==> config.mk <==
export PLATFORM = sky130hd
export DESIGN_NAME = fsld_loader_flat
export DESIGN_NICKNAME = d
export VERILOG_FILES = /design/src/rtl/fsld_loader_if.sv /design/src/rtl/fsld_loader.sv /design/src/flat_wrapper.sv
export SDC_FILE = /design/constraint.sdc
export NUM_CORES = 1
export LEC_CHECK = 0
export BUFFER_PORTS_ARGS = -buffer_cell sky130_fd_sc_hd__buf_2
export CORE_MARGIN = 2
export CORE_UTILIZATION = 46
export CTS_BUF_LIST = sky130_fd_sc_hd__clkbuf_16
export DETAILED_ROUTE_END_ITERATION = 6
export GPL_TIMING_DRIVEN = 1
export PLACE_DENSITY_LB_ADDON = 0.12
export SETUP_SLACK_MARGIN = 0.1
export SYNTH_ARGS = -nofsm -noshare
export SYNTH_HDL_FRONTEND = slang
export SYNTH_SLANG_ARGS = --single-unit
==> constraint.sdc <==
create_clock -name clk -period 1.64 [get_ports clk]
set_input_delay 0.082 -clock clk [delete_from_list [all_inputs] [get_ports clk]]
set_output_delay 0.082 -clock clk [all_outputs]
set_load 0.03 [all_outputs]
==> src/rtl/fsld_loader_if.sv <==
// Stream-in and SRAM0 write-port bundle for the first-load engine.
// master = the side feeding words and watching the SRAM writes; slave = the loader.
interface fsld_loader_if #(
  parameter int DATA_W    = 64,
  parameter int NUM_BANKS = 8,
  parameter int ADDR_W    = 6,
  parameter int CNT_W     = 10
);
  logic [2:0]           mast_state;
  logic                 s_valid;
  logic [DATA_W-1:0]    s_data;
  logic                 s_ready;
  logic [NUM_BANKS-1:0] sram_we;
  logic [ADDR_W-1:0]    sram_addr;
  logic [DATA_W-1:0]    sram_wdata;
  logic                 flag_fsld_end;
  logic [CNT_W-1:0]     load_cnt;

  modport master (
    output mast_state, s_valid, s_data,
    input  s_ready, sram_we, sram_addr, sram_wdata, flag_fsld_end, load_cnt
  );

  modport slave (
    input  mast_state, s_valid, s_data,
    output s_ready, sram_we, sram_addr, sram_wdata, flag_fsld_end, load_cnt
  );
endinterface

==> src/rtl/fsld_loader.sv <==
// SRAM0 first-load engine: streams LOAD_WORDS words round-robin over the banks while the master is in FSLD.
// Writes and the end flag appear one cycle after the handshake; s_ready is combinational and drops the cycle FSLD is left.
module fsld_loader #(
  parameter int DATA_W     = 64,
  parameter int NUM_BANKS  = 8,
  parameter int LOAD_WORDS = 512,
  parameter int ADDR_W     = 6,
  parameter int CNT_W      = 10
) (
  input  logic          clk,
  input  logic          reset,
  fsld_loader_if.slave  io_ld
);

  localparam int               BANK_W = $clog2(NUM_BANKS);
  localparam logic [2:0]       FSLD   = 3'd7;
  localparam logic [CNT_W-1:0] LAST   = CNT_W'(LOAD_WORDS - 1);
  localparam logic [CNT_W-1:0] FULL   = CNT_W'(LOAD_WORDS);

  typedef enum logic [1:0] {
    L_IDLE = 2'd0,
    L_LOAD = 2'd1,
    L_DONE = 2'd2
  } state_t;

  state_t r_state;
  state_t w_state_nxt;

  logic                 w_in_fsld;
  logic                 w_ready;
  logic                 w_hs;
  logic                 w_last;
  logic                 w_start;
  logic [BANK_W-1:0]    w_bank;
  logic [ADDR_W-1:0]    w_addr;

  logic [NUM_BANKS-1:0] r_we;
  logic [ADDR_W-1:0]    r_addr;
  logic [DATA_W-1:0]    r_wdata;
  logic                 r_flag;
  logic [CNT_W-1:0]     r_cnt;

  assign w_in_fsld = (io_ld.mast_state == FSLD);
  assign w_hs      = io_ld.s_valid && w_ready;
  assign w_last    = w_hs && (r_cnt == LAST);

  // Power-of-two bank count: low counter bits pick the bank, the next bits the row.
  assign w_bank = r_cnt[BANK_W-1:0];
  assign w_addr = r_cnt[BANK_W +: ADDR_W];

  always_ff @(posedge clk) begin
    if (reset) begin
      r_state <= L_IDLE;
    end else begin
      r_state <= w_state_nxt;
    end
  end

  always_comb begin
    w_state_nxt = r_state;
    w_ready     = 1'b0;
    w_start     = 1'b0;
    case (r_state)
      L_IDLE: begin
        if (w_in_fsld) begin
          w_state_nxt = L_LOAD;
          w_start     = 1'b1;
        end
      end
      L_LOAD: begin
        w_ready = w_in_fsld;
        if (!w_in_fsld) begin
          w_state_nxt = L_IDLE;
        end else if (w_last) begin
          w_state_nxt = L_DONE;
        end
      end
      L_DONE: begin
        if (!w_in_fsld) begin
          w_state_nxt = L_IDLE;
        end
      end
      default: begin
        w_state_nxt = L_IDLE;
      end
    endcase
  end

  always_ff @(posedge clk) begin
    if (reset) begin
      r_we    <= '0;
      r_addr  <= '0;
      r_wdata <= '0;
      r_flag  <= 1'b0;
      r_cnt   <= '0;
    end else begin
      r_we   <= '0;
      r_flag <= 1'b0;
      if (w_hs) begin
        r_we    <= NUM_BANKS'(1) << w_bank;
        r_addr  <= w_addr;
        r_wdata <= io_ld.s_data;
        r_flag  <= w_last;
      end
      // Count survives an abort until the next FSLD entry restarts the load.
      if (w_start) begin
        r_cnt <= '0;
      end else if (w_hs && (r_cnt != FULL)) begin
        r_cnt <= r_cnt + CNT_W'(1);
      end
    end
  end

  assign io_ld.s_ready       = w_ready;
  assign io_ld.sram_we       = r_we;
  assign io_ld.sram_addr     = r_addr;
  assign io_ld.sram_wdata    = r_wdata;
  assign io_ld.flag_fsld_end = r_flag;
  assign io_ld.load_cnt      = r_cnt;

endmodule
==> src/flat_wrapper.sv <==
// flat-port wrapper written by rule: the top's interface ports become plain ports
module fsld_loader_flat 
#(
  parameter int DATA_W     = 64,
  parameter int NUM_BANKS  = 8,
  parameter int LOAD_WORDS = 512,
  parameter int ADDR_W     = 6,
  parameter int CNT_W      = 10
)
  (clk, reset, io_ld_mast_state, io_ld_s_valid, io_ld_s_data, io_ld_s_ready, io_ld_sram_we, io_ld_sram_addr, io_ld_sram_wdata, io_ld_flag_fsld_end, io_ld_load_cnt);
  fsld_loader_if #(.DATA_W(DATA_W), .NUM_BANKS(NUM_BANKS), .ADDR_W(ADDR_W), .CNT_W(CNT_W)) io_ld_i ();
  input  logic clk;
  input  logic reset;
  input wire logic [$bits(io_ld_i.mast_state)-1:0] io_ld_mast_state;
  input wire logic [$bits(io_ld_i.s_valid)-1:0] io_ld_s_valid;
  input wire logic [$bits(io_ld_i.s_data)-1:0] io_ld_s_data;
  output wire logic [$bits(io_ld_i.s_ready)-1:0] io_ld_s_ready;
  output wire logic [$bits(io_ld_i.sram_we)-1:0] io_ld_sram_we;
  output wire logic [$bits(io_ld_i.sram_addr)-1:0] io_ld_sram_addr;
  output wire logic [$bits(io_ld_i.sram_wdata)-1:0] io_ld_sram_wdata;
  output wire logic [$bits(io_ld_i.flag_fsld_end)-1:0] io_ld_flag_fsld_end;
  output wire logic [$bits(io_ld_i.load_cnt)-1:0] io_ld_load_cnt;
  assign io_ld_i.mast_state = io_ld_mast_state;
  assign io_ld_i.s_valid = io_ld_s_valid;
  assign io_ld_i.s_data = io_ld_s_data;
  assign io_ld_s_ready = io_ld_i.s_ready;
  assign io_ld_sram_we = io_ld_i.sram_we;
  assign io_ld_sram_addr = io_ld_i.sram_addr;
  assign io_ld_sram_wdata = io_ld_i.sram_wdata;
  assign io_ld_flag_fsld_end = io_ld_i.flag_fsld_end;
  assign io_ld_load_cnt = io_ld_i.load_cnt;
  fsld_loader #(.DATA_W(DATA_W), .NUM_BANKS(NUM_BANKS), .LOAD_WORDS(LOAD_WORDS), .ADDR_W(ADDR_W), .CNT_W(CNT_W)) u_core (.clk(clk), .reset(reset), .io_ld(io_ld_i));
endmodule
# Word level (Yosys, flattened, before mapping)

Index checks and enable logic that the tools add are counted.
W data, S select, Z words.

Shift operators: 1
Order comparisons: 0
Eq/ne operators: 8
Bitwise logic cells: 1
Mux-type cells: 8
$mul: 0
Add/subtract/negate cells: 1
Reductions and logical operators: 7
Divide/modulo/power cells: 0

Operators with widths:

| operator                | count |
|---|---|
| $add A10 B1 Y10 const B | 1 |
| $eq A10 B9 Y1 const B   | 1 |
| $ne A10 B10 Y1 const B  | 1 |
| $mux W2                 | 4 |
| $shl A1 B3 Y8 const A   | 1 |
| $pmux W2 S3             | 1 |
| $reduce_or A2 Y1        | 2 |
| $eq A3 B3 Y1 const B    | 1 |
| $logic_and A1 B1 Y1     | 3 |
| $mux W1                 | 3 |
| $ne A3 B3 Y1 const B    | 1 |
| $reduce_and A3 Y1       | 1 |
| $eq A2 B1 Y1 const B    | 1 |
| $eq A2 B2 Y1 const B    | 1 |
| $logic_not A2 Y1        | 1 |
| $ne A2 B1 Y1 const B    | 1 |
| $ne A2 B2 Y1 const B    | 1 |
| $not A1 Y1              | 1 |

Bits in read-only memories: 0
Bits in writable memories: 0
Register bits: 91
Memories kept: 0
Bits of input ports: 70
Output and inout bits: 90
Bits in latches: 0
Word-level logic and storage cells: 32

# Depth between registers and ports, before layout

Gate-level depths: netlist of the first run.

Depth after elaboration: 7
Depth in mapped cells: 7
Depth with buffers taken out: 6

# Worst setup path after synthesis of the first run

OpenSTA, ideal clock, no wires.

Kind: reg-to-reg
From: reg u_core.r_cnt[0] (netlist: u_core.io_ld.load_cnt[0])
To: reg u_core.r_cnt[0] (netlist: u_core.io_ld.load_cnt[0])
Period minus slack after synthesis: 1.719 ns
Path buffers: 0
Arrival: 1.649 ns
Stages on the path, launching flop included: 7
Slack: -0.079 ns
Setup time: 0.070 ns
Required time: 1.570 ns
Path through: dfxtp_1 > inv_1 > ha_1 > nor4b_1 > and3b_1 > or3_1 > a21oi_1

Longest elaborated chain between the ends: 2

RTL lines:

| item                                                                    | line               | text |
|---|---|---|
| start: declaration                                                      | fsld_loader.sv:41  | `logic [CNT_W-1:0] r_cnt;` |
| start signal: assignment                                                | fsld_loader.sv:109 | `r_cnt <= r_cnt + CNT_W'(1);` |
| parallel branches: the longest is 2 deep, another holds $add A10 B1 Y10 | --                 |  |

Parallel ways; which one is timed is not known.
A chain may end at the register's enable or synchronous reset.

# Worst setup path after layout of the first run

Ends and elaborated chain as after synthesis.

==> out/results.ini, run 1 <==
[detailed_routing]
drt-pass1-iter-count=4
initialDrtViolationCount=142
vias_per_cell=4.79
routedWlPerCell_um=12.7
finalWirelength_um=9210
ant_nets=0
drc=0
vias=3457

[yosys]
syn_inst=401
synth.distinct_cells=33
synth_seq_area_share=0.552
netlist_area_mm2=0.00330
synth_top_area_frac=0.552
yosys-top-cells-count=nand2_1, dfxtp_1, a21oi_1, buf_2, clkbuf_1
synth-edff-count=0
yosysTopAreaCell=dfxtp_1
avgSynthCellArea_um2=8.23
yosys-top-cells-area=dfxtp_1, nand2_1, a21oi_1
ys.flop_type=dfxtp_1
syn_nets=475
ys_ff_latch=91
ys_async_sr_fraction=0
ys_warn_count=0
yosysMostFrequentCell=nand2_1

[power_and_ir_drop]
pwr-share-clk=0.427
sw_frac_of_total=0.217
switching_power_mw=0.945
p_int_mw=3.40
power_density_mw_per_mm2=841
peakVddDrop_mv=0.524
p_total_mw=4.34
p_leak_nw=2.29
seqPwrFrac=0.509
p_comb_frac=0.064

[layout]
nets=695
final_area_mm2=0.00517
stdcell_count=722
antenna-diode-count=0
syn_to_final_growth_pct=56.5
drive_above_1_share=0.334

[floorplanning]
io_pins=160
start_util=0.481
core_mm2=0.00687
die_h_um=88.7
row_count=30
fp.dieW_um=88.7
die_area_mm2=0.00787

[grt]
grt_usage=0.231
grt_max_degree=57
grt_pass1_wl_um=14300
antenna_found_initial=0
gr-total-overflow=0
grt_pass1_vias=3349

[timing]
rsz0062_at_grt=yes
max_freq_mhz=668
worstMarginPinSlew_ns=0.428
fin_setup_tns_ns=0
setup_violations=0
clock_skew_ns=0.00502
relSlewSlack=0.710
fin_crit_ns=1.50
slew_violations=0
hold_viol_final=0
post-route-period-util=0.912

[min_path]
hp-class=primary input to register
hold_path_startpoint=io_ld_s_data[49]

[clocking]
clock-root-buffer=clkbuf_16
clkTransAtPathRegs_ns=0.06
numCtsBuffers=9
clock_sinks=91
cts_tree=done
clock_latency_ns=0.33
cts_buffer_depth=2
htree_num_levels=3

[critical_path]
crit_fanout=4
cp_num_buf_inv=1
crit_path_start_kind=register
crit_path_cell_trace=inv_1 -> ha_2 -> nor4b_2 -> and3b_2 -> or3_1 -> a21oi_1
cp_slowest_stage_delay_ns=0.35
cp_slowest_cell=dfxtp_4
cp.arrival_ns=1.75
crit_required_ns=1.90
cp-end-kind=register
r2r-start=u_core.io_ld.load_cnt[0]$_SDFFE_PP0P_
crit_type=register to register
cp-startpoint=u_core.io_ld.load_cnt[0]$_SDFFE_PP0P_
path_delay_family=simple AND/OR/NAND/NOR gates

[placement]
io_buffers=159
place_congestion=0.928
dp_hpwl_um=5620
place_area_mm2=0.00419
dp_cells=638

[outcome]
status=complete, no violations

[flow_run]
cap_violations=0

[flip-flops by register name, indices dropped and copies added (netlist names)]
register                    count
u_core.io_ld.load_cnt          10
u_core.io_ld.sram_addr          6
u_core.io_ld.sram_we            8
u_core.r_state                  2
u_core.io_ld.sram_wdata        64
u_core.io_ld.flag_fsld_end      1
[cell usage in the layout (no fill, tap or decap), types with 5 or more instances in the layout]
cell / synthesis / layout
dfxtp_1: 91 / 85
buf_2: 13 / 159
and3_1: 8 / 7
clkbuf_16: 0 / 9
nand2_1: 148 / 146
nand3_1: 5 / 5
nor2_1: 8 / 7
dlygate4sd3_1: 0 / 62
buf_4: 1 / 12
a21oi_1: 75 / 74
[final cells by class]
type                       count  area, µm²
sequential                    91       1840
fill                         544       1700
timing repair buffer         235       1540
multi-input combinational    281       1390
clock buffer                   9        225
tap                           96        120
clock inverter                 7       45.0
inverter                       3       11.3
[tightest hold or removal path: stages]
cell	delay (ns)
buf_2	0.10
nand2_1	0.05
a21oi_1	0.05
[worst paths after layout]
| check | endpoint | slack (ns) | cells after the start |
|---|---|---|---|
| hold reg to reg | u_core.io_ld.sram_wdata[0]$_SDFFE_PP0P_ | 0.45 | 2 |
| hold / removal | u_core.io_ld.sram_wdata[49]$_SDFFE_PP0P_ | 0.005 | 3 |
| setup reg to reg | u_core.io_ld.load_cnt[0]$_SDFFE_PP0P_ | 0.14 | 6 |
| setup / recovery | u_core.io_ld.load_cnt[0]$_SDFFE_PP0P_ | 0.14 | 6 |
[metrics by stage]
step                      setup slack, ns   util  hold slack (ns)
after floorplan                     0.123      -            0.218
after global placement              0.113  0.610            0.321
after detailed placement           0.0653  0.610            0.329
after CTS                           0.100  0.745         0.000331
after global routing               0.0606  0.752           0.0138
final                               0.144  0.752          0.00474
[per-layer routing]
layer,track usage,routed length (µm),vias to the layer above
met1,0.262,3820,1586
li1,-,-,1758
met2,0.421,4710,106
met3,0.0513,573,7
met4,0.0813,101,0
met5,0,0,-
[power groups by stage]
stage          Combinational (mW)  Clock [mW]  Sequential [mW]
2_1_floorplan              0.0488           0             2.27
3_3_place_gp                0.153           0             2.26
3_5_place_dp                0.154           0             2.26
4_1_cts                     0.268        1.90             2.21
5_1_grt                     0.303        1.98             2.21
6_report                    0.279        1.85             2.21
[logic make-up after synthesis]
family                   synth area share
AND/OR/NAND/NOR                     0.248
XOR/XNOR                           0.0106
buffers and inverters              0.0413
flip-flops                          0.552
AO/OA/AOI/OAI                       0.133
adder cells (fa/ha/maj)            0.0152
[what timing repair did]
action,in CTS,in global routing
pin swaps,1,2
gates cloned,0,0
hold endpoints to repair,62,0
hold buffers,62,0
setup buffers,4,2
setup endpoints to repair,4,39
gates resized for setup,4,8
Power figures use the tool's default switching activity.
==> inputs of run 2 (changes only) <==
==> constraint.sdc (replaced) <==
create_clock -name clk -period 1.7 [get_ports clk]
set_input_delay 0.085 -clock clk [delete_from_list [all_inputs] [get_ports clk]]
set_output_delay 0.085 -clock clk [all_outputs]
set_load 0.03 [all_outputs]
==> out/results.ini, run 2 (synthesis gave the netlist of run 1 again) <==
[clocking]
cts_buffer_depth=2  ; unchanged
clock_latency_ns=0.33  ; about the same
cts_tree=done
clock-root-buffer=clkbuf_16
numCtsBuffers=9  ; unchanged
htree_num_levels=3  ; unchanged
clkTransAtPathRegs_ns=0.06  ; about the same
clock_sinks=91  ; unchanged
post_cts_buffers=0  ; -4

[detailed_routing]
routedWlPerCell_um=12.4  ; -2.7%
drc=0  ; unchanged
vias=3368  ; -2.6%
ant_nets=0  ; unchanged
drt-pass1-iter-count=4  ; unchanged
vias_per_cell=4.75  ; -0.79%
initialDrtViolationCount=115  ; -19%
finalWirelength_um=8800  ; -4.4%

[power_and_ir_drop]
p_comb_frac=0.058  ; -0.006
seqPwrFrac=0.501  ; -0.008
power_density_mw_per_mm2=846  ; +0.63%
sw_frac_of_total=0.202  ; -0.0154
peakVddDrop_mv=0.640  ; +22%
pwr-share-clk=0.441  ; +0.014
p_int_mw=3.40  ; +0.16%
switching_power_mw=0.862  ; -8.7%
p_leak_nw=2.24  ; -1.9%

[critical_path]
r2r-start=u_core.io_ld.load_cnt[1]$_SDFFE_PP0P_
crit_path_start_kind=register
cp.arrival_ns=1.78  ; +0.03 ns
crit_path_cell_trace=inv_1 -> ha_2 -> nor4b_2 -> and3b_2 -> or3_1 -> a21oi_1
path_delay_family=simple AND/OR/NAND/NOR gates
crit_required_ns=1.95  ; +0.05 ns
r2r-end=u_core.io_ld.load_cnt[0]$_SDFFE_PP0P_
crit_fanout=6  ; +2
cp_num_buf_inv=1  ; unchanged
cp_slowest_stage_delay_ns=0.37  ; +0.02 ns
cp_slowest_cell=dfxtp_2
reg2reg_depth=6  ; unchanged
crit_type=register to register
cp-end-kind=register
r2r_slack_ns=0.17  ; +0.02 ns

[placement]
io_buffers=159  ; unchanged
dp_slack_ns=0.141  ; +0.0755 ns
dp_hpwl_um=5810  ; +3.4%
place_congestion=0.851  ; -8.3%

[outcome]
status=complete, no violations

[timing]
max_freq_mhz=653  ; -2.3%
rsz0062_at_grt=yes
whs_ns=0.000783  ; -0.00396 ns
fin_setup_tns_ns=0  ; unchanged
slew_violations=0  ; unchanged
clock_skew_ns=0.00750  ; +0.00248 ns
hold_viol_final=0  ; unchanged
fin_crit_ns=1.53  ; +0.0350 ns
setup_slack_ns=0.169  ; +0.0250 ns
relSlewSlack=0.718  ; +0.00746
post-route-period-util=0.901  ; -0.0116
setup_violations=0  ; unchanged
worstMarginPinSlew_ns=0.417  ; -0.0110 ns

[grt]
antenna_found_initial=0  ; unchanged
grt_max_degree=44  ; -23%
grt_pass1_vias=3073  ; -8.2%
grt_pass1_wl_um=13600  ; -5.3%
met1_usage=0.266  ; +0.00340
use_met3=0.0513  ; unchanged
met2_usage=0.375  ; -0.0461
grt-busiest-layer=met2
grt_usage=0.220  ; -0.0108
gr-total-overflow=0  ; unchanged

[layout]
antenna-diode-count=0  ; unchanged
multi_input_area_mm2=0.00137  ; -1.5%
largest_reg_flops=64  ; unchanged
syn_to_final_growth_pct=52.8
regArea_mm2=0.00183  ; -0.27%
final_common_cell=buf_2
drive_above_1_share=0.325  ; -0.00923
layout_common_cells=buf_2, nand2_1, dfxtp_1, a21oi_1, dlygate4sd3_1
fillCellCount=551  ; +1.3%
nets=682  ; -1.9%

[floorplanning]
start_util=0.481  ; unchanged
die_area_mm2=0.00787  ; unchanged
io_pins=160  ; unchanged
die_h_um=88.7  ; unchanged
row_count=30  ; unchanged
fp.dieW_um=88.7  ; unchanged
core_mm2=0.00687  ; unchanged

[min_path]
min_to=u_core.io_ld.sram_wdata[44]$_SDFFE_PP0P_
holdPathStages=3  ; unchanged
hold_path_startpoint=io_ld_s_data[44]
hp-class=primary input to register

[flow_run]
cap_violations=0  ; unchanged

run 2: area by class of cell:
type | count | area share
sequential | 91 | 0.363
timing repair buffer | 222 | 0.282
multi-input combinational | 281 | 0.271
clock buffer | 9 | 0.0447
tap | 96 | 0.0238
clock inverter | 7 | 0.0122
inverter | 3 | 0.00223
run 2: worst max-delay path by stage:
stage                                               start                                     to  slack [ns]  depth (start not counted)
global route               u_core.r_state[1]$_SDFFE_PP0P_  u_core.io_ld.load_cnt[8]$_SDFFE_PP0P_        0.08                          5
CTS                        u_core.r_state[1]$_SDFFE_PP0P_  u_core.io_ld.load_cnt[8]$_SDFFE_PP0P_        0.11                          5
detailed placement         u_core.r_state[1]$_SDFFE_PP0P_  u_core.io_ld.load_cnt[8]$_SDFFE_PP0P_        0.14                          5
finish              u_core.io_ld.load_cnt[1]$_SDFFE_PP0P_  u_core.io_ld.load_cnt[0]$_SDFFE_PP0P_        0.17                          6
global placement           u_core.r_state[1]$_SDFFE_PP0P_  u_core.io_ld.load_cnt[8]$_SDFFE_PP0P_        0.17                          5
floorplan           u_core.io_ld.load_cnt[5]$_SDFFE_PP0P_  u_core.io_ld.load_cnt[9]$_SDFFE_PP0P_        0.10                          4
run 2: power groups by stage:
stage / Sequential [mW] / Clock (mW) / Combinational, mW
2_1_floorplan: 2.19 / 0 / 0.0471
3_3_place_gp: 2.19 / 0 / 0.150
3_5_place_dp: 2.19 / 0 / 0.151
4_1_cts: 2.14 / 1.93 / 0.242
5_1_grt: 2.14 / 2.01 / 0.269
6_report: 2.14 / 1.88 / 0.247
run 2: routing by layer:
metal	part of all wire	vias up	wire, µm
li1	-	1737	-
met1	0.44	1506	3840
met2	0.48	108	4230
met3	0.063	17	551
met4	0.020	0	176
met5	0	-	0
run 2: worst min-delay path: cells and delay by family:
family,cells,cell delay [ns]
buffers and inverters,1,0.09
AO/OA/AOI/OAI,1,0.06
AND/OR/NAND/NOR,1,0.04
run 2: per-stage QoR:
stage / util / power [mW] / area (µm²) / std cells
6_report: 0.734 / 4.27 / 5040 / 709
3_3_place_gp: 0.614 / 2.34 / 4220 / 641
3_5_place_dp: 0.614 / 2.34 / 4220 / 641
4_1_cts: 0.731 / 4.31 / 5020 / 709
5_1_grt: 0.734 / 4.42 / 5040 / 709
2_1_floorplan: - / 2.24 / 3310 / 401
run 2: repair_timing:
item,in CTS,in global routing
setup endpoints to repair,0,6
hold buffers,52,0
gates resized for setup,0,7
hold endpoints to repair,52,0
==> inputs of run 3 (changes only) <==
--- a/config.mk
+++ b/config.mk
@@ -5,10 +5,12 @@
 export SDC_FILE = /design/constraint.sdc
 export NUM_CORES = 1
 export LEC_CHECK = 0
+export ABC_AREA = 1
 export BUFFER_PORTS_ARGS = -buffer_cell sky130_fd_sc_hd__buf_2
 export CORE_MARGIN = 2
 export CORE_UTILIZATION = 46
 export CTS_BUF_LIST = sky130_fd_sc_hd__clkbuf_16
+export CTS_CLUSTER_SIZE = 25
 export DETAILED_ROUTE_END_ITERATION = 6
 export GPL_TIMING_DRIVEN = 1
 export PLACE_DENSITY_LB_ADDON = 0.12
==> out/results.ini, run 3 <==
[critical_path]
r2r-start=u_core.io_ld.load_cnt[0]$_SDFFE_PP0P_
cp-startpoint=u_core.io_ld.load_cnt[0]$_SDFFE_PP0P_
r2r_slack_ns=0.22  ; +0.05 ns
reg2reg_depth=9  ; +3
cp.arrival_ns=1.73  ; -0.05 ns
crit_fanout=11  ; +5
r2r-end=u_core.io_ld.load_cnt[6]$_SDFFE_PP0P_
crit_path_start_kind=register
crit_type=register to register
cp-end-kind=register
crit_required_ns=1.95  ; about the same

[power_and_ir_drop]
peakVddDrop_mv=0.739  ; +16%
power_density_mw_per_mm2=870  ; +2.8%
p_total_mw=4.52  ; +5.9%
p_leak_nw=2.69  ; +20%

[layout]
regArea_mm2=0.00182  ; -0.41%
multi_input_area_mm2=0.00139  ; +1.7%
final_common_cell=buf_2
antenna-diode-count=0  ; unchanged
syn_to_final_growth_pct=50.6
finish.utilization=0.716  ; -0.0180
largest_reg_flops=64  ; unchanged
drive_above_1_share=0.296  ; -0.0284
fillCellCount=564  ; +2.4%
nets=734  ; +7.6%
layout_common_cells=buf_2, nor2_1, dfxtp_1, dlygate4sd3_1, nand2_1
stdcell_count=764  ; +7.8%

[clocking]
post_cts_buffers=0  ; unchanged
cts_buffer_depth=2  ; unchanged
cts_tree=done
clock_latency_ns=0.33  ; about the same
clock-root-buffer=clkbuf_16
clkTransAtPathRegs_ns=0.07  ; about the same
clock_sinks=91  ; unchanged
htree_num_levels=3  ; unchanged
numCtsBuffers=9  ; unchanged

[yosys]
netlist_area_mm2=0.00345  ; +4.5%
ys_warn_count=0  ; unchanged
ys_async_sr_fraction=0  ; unchanged
yosys-top-cells-area=dfxtp_1, nor2_1, o21ai_0
synth_top_area_frac=0.528  ; -0.0236
syn_inst=448  ; +12%
avgSynthCellArea_um2=7.70  ; -6.5%
syn_nets=522  ; +9.9%
ys.flop_type=dfxtp_1
yosys-top-cells-count=nor2_1, dfxtp_1, nand2_1, o21ai_0, o21ai_1
synth-edff-count=0  ; unchanged
synth_seq_area_share=0.528  ; -0.0236
ys_ff_latch=91  ; unchanged
yosysTopAreaCell=dfxtp_1
synth.distinct_cells=22  ; -33%
yosysMostFrequentCell=nor2_1

[placement]
dp_hpwl_um=5970  ; +2.7%
dp_cells=691  ; +7.8%
place_congestion=0.880  ; +3.5%
dp_slack_ns=0.224  ; +0.0828 ns
io_buffers=159  ; unchanged

[detailed_routing]
vias=3600  ; +6.9%
finalWirelength_um=9750  ; +11%
vias_per_cell=4.71  ; -0.81%
drc=0  ; unchanged
initialDrtViolationCount=204  ; +77%
routedWlPerCell_um=12.8  ; +2.9%
ant_nets=0  ; unchanged
drt-pass1-iter-count=4  ; unchanged

[timing]
rsz0062_at_grt=no
setup_violations=0  ; unchanged
setup_slack_ns=0.223  ; +0.0536 ns
post-route-period-util=0.869  ; -0.0315
hold_viol_final=0  ; unchanged
worstMarginPinSlew_ns=0.412  ; -0.00558 ns
relSlewSlack=0.726  ; +0.00764
clock_skew_ns=0.00958  ; +0.00208 ns
fin_crit_ns=1.48  ; -0.0536 ns
max_freq_mhz=677  ; +3.6%
slew_violations=0  ; unchanged
fin_setup_tns_ns=0  ; unchanged

[min_path]
hp-class=primary input to register
min_to=u_core.io_ld.sram_wdata[63]$_SDFFE_PP0P_
holdPathStages=3  ; unchanged
hold_path_startpoint=io_ld_s_data[63]

[grt]
grt_max_degree=60  ; +36%
grt_pass1_wl_um=15600  ; +15%
antenna_found_initial=0  ; unchanged
grt_usage=0.231  ; +0.0112
gr-total-overflow=0  ; unchanged
grt_pass1_vias=3363  ; +9.4%

[floorplanning]
die_h_um=90.6  ; +2.1%
core_mm2=0.00725  ; +5.6%
start_util=0.475  ; -0.00509
row_count=31  ; +3.3%
die_area_mm2=0.00820  ; +4.3%
io_pins=160  ; unchanged
fp.dieW_um=90.6  ; +2.1%

[outcome]
status=complete, no violations

[flow_run]
cap_violations=0  ; unchanged

==> run 3: cell count changes after synthesis, sizes merged, moves of 3 or more <==
cell	before	now
a21oi	75	15
and3	9	0
clkbuf	11	7
inv	3	21
nand2	148	48
nand3	5	12
nor2	8	156
nor4b	3	0
o211ai	3	0
o21ai	2	69
or3	3	0
==> run 3: kinds of logic (layout without fill, tap and decap cells) <==
family / count (synthesis) / in the layout / share of synthesized area
flip-flops: 91 / 91 / 0.528
XOR/XNOR: 4 / 4 / 0.0102
AO/OA/AOI/OAI: 84 / 84 / 0.122
buffers and inverters: 45 / 262 / 0.0679
AND/OR/NAND/NOR: 220 / 220 / 0.257
adder cells (fa/ha/maj): 4 / 4 / 0.0145
==> run 3: worst max-delay path, cell delays in order, from the launching register on <==
cell	delay (ns)
dfxtp_2	0.41
inv_1	0.10
ha_1	0.23
nand2_1	0.07
nor2_1	0.03
nand2_1	0.09
nand2_2	0.16
inv_4	0.13
nand2_1	0.06
a21oi_1	0.12
==> run 3: worst max-delay path by stage <==
| stage | end | cells after the start |
|---|---|---|
| 3_5_place_dp | u_core.io_ld.load_cnt[6]$_SDFFE_PP0P_ | 9 |
| 3_3_place_gp | u_core.r_state[0]$_SDFFE_PP0P_ | 8 |
| 4_1_cts | u_core.io_ld.load_cnt[6]$_SDFFE_PP0P_ | 9 |
| 6_report | u_core.io_ld.load_cnt[6]$_SDFFE_PP0P_ | 9 |
| 5_1_grt | u_core.io_ld.load_cnt[8]$_SDFFE_PP0P_ | 9 |
| 2_1_floorplan | u_core.r_state[0]$_SDFFE_PP0P_ | 8 |
==> run 3: what timing repair did <==
| action | in CTS | in global routing |
|---|---|---|
| hold buffers | 57 | 0 |
| setup endpoints to repair | 0 | 11 |
| resized for setup | 0 | 4 |
| endpoints found under the hold margin | 58 | 0 |
==> run 3: area by class of cell <==
type,instances,area share
sequential,91,0.351
multi-input combinational,312,0.268
tap,99,0.0238
clock buffer,9,0.0434
inverter,21,0.0164
clock inverter,7,0.0178
timing repair buffer,225,0.279
==> run 3: per-stage QoR <==
stage                     cell area, µm²  hold slack, ns
after CTS                           5180        0.000628
after global placement              4290           0.304
after detailed placement            4290           0.312
after floorplan                     3450           0.154
after global routing                5190         0.00620
final                               5190         0.00110
==> run 3: report_power, final <==
part / leakage, nW / internal, mW / switching [mW]
Combinational: 1.80 / 0.161 / 0.105
Sequential: 0.734 / 2.14 / 0.00369
Clock: 0.153 / 1.29 / 0.824
==> run 3: routing by layer <==
layer | vias up | part of all wire | global-route usage
met4 | 0 | 0.014 | 0.0821
li1 | 1838 | - | -
met3 | 14 | 0.065 | 0.0451
met1 | 1611 | 0.43 | 0.282
met5 | - | 0 | 0
met2 | 137 | 0.49 | 0.404
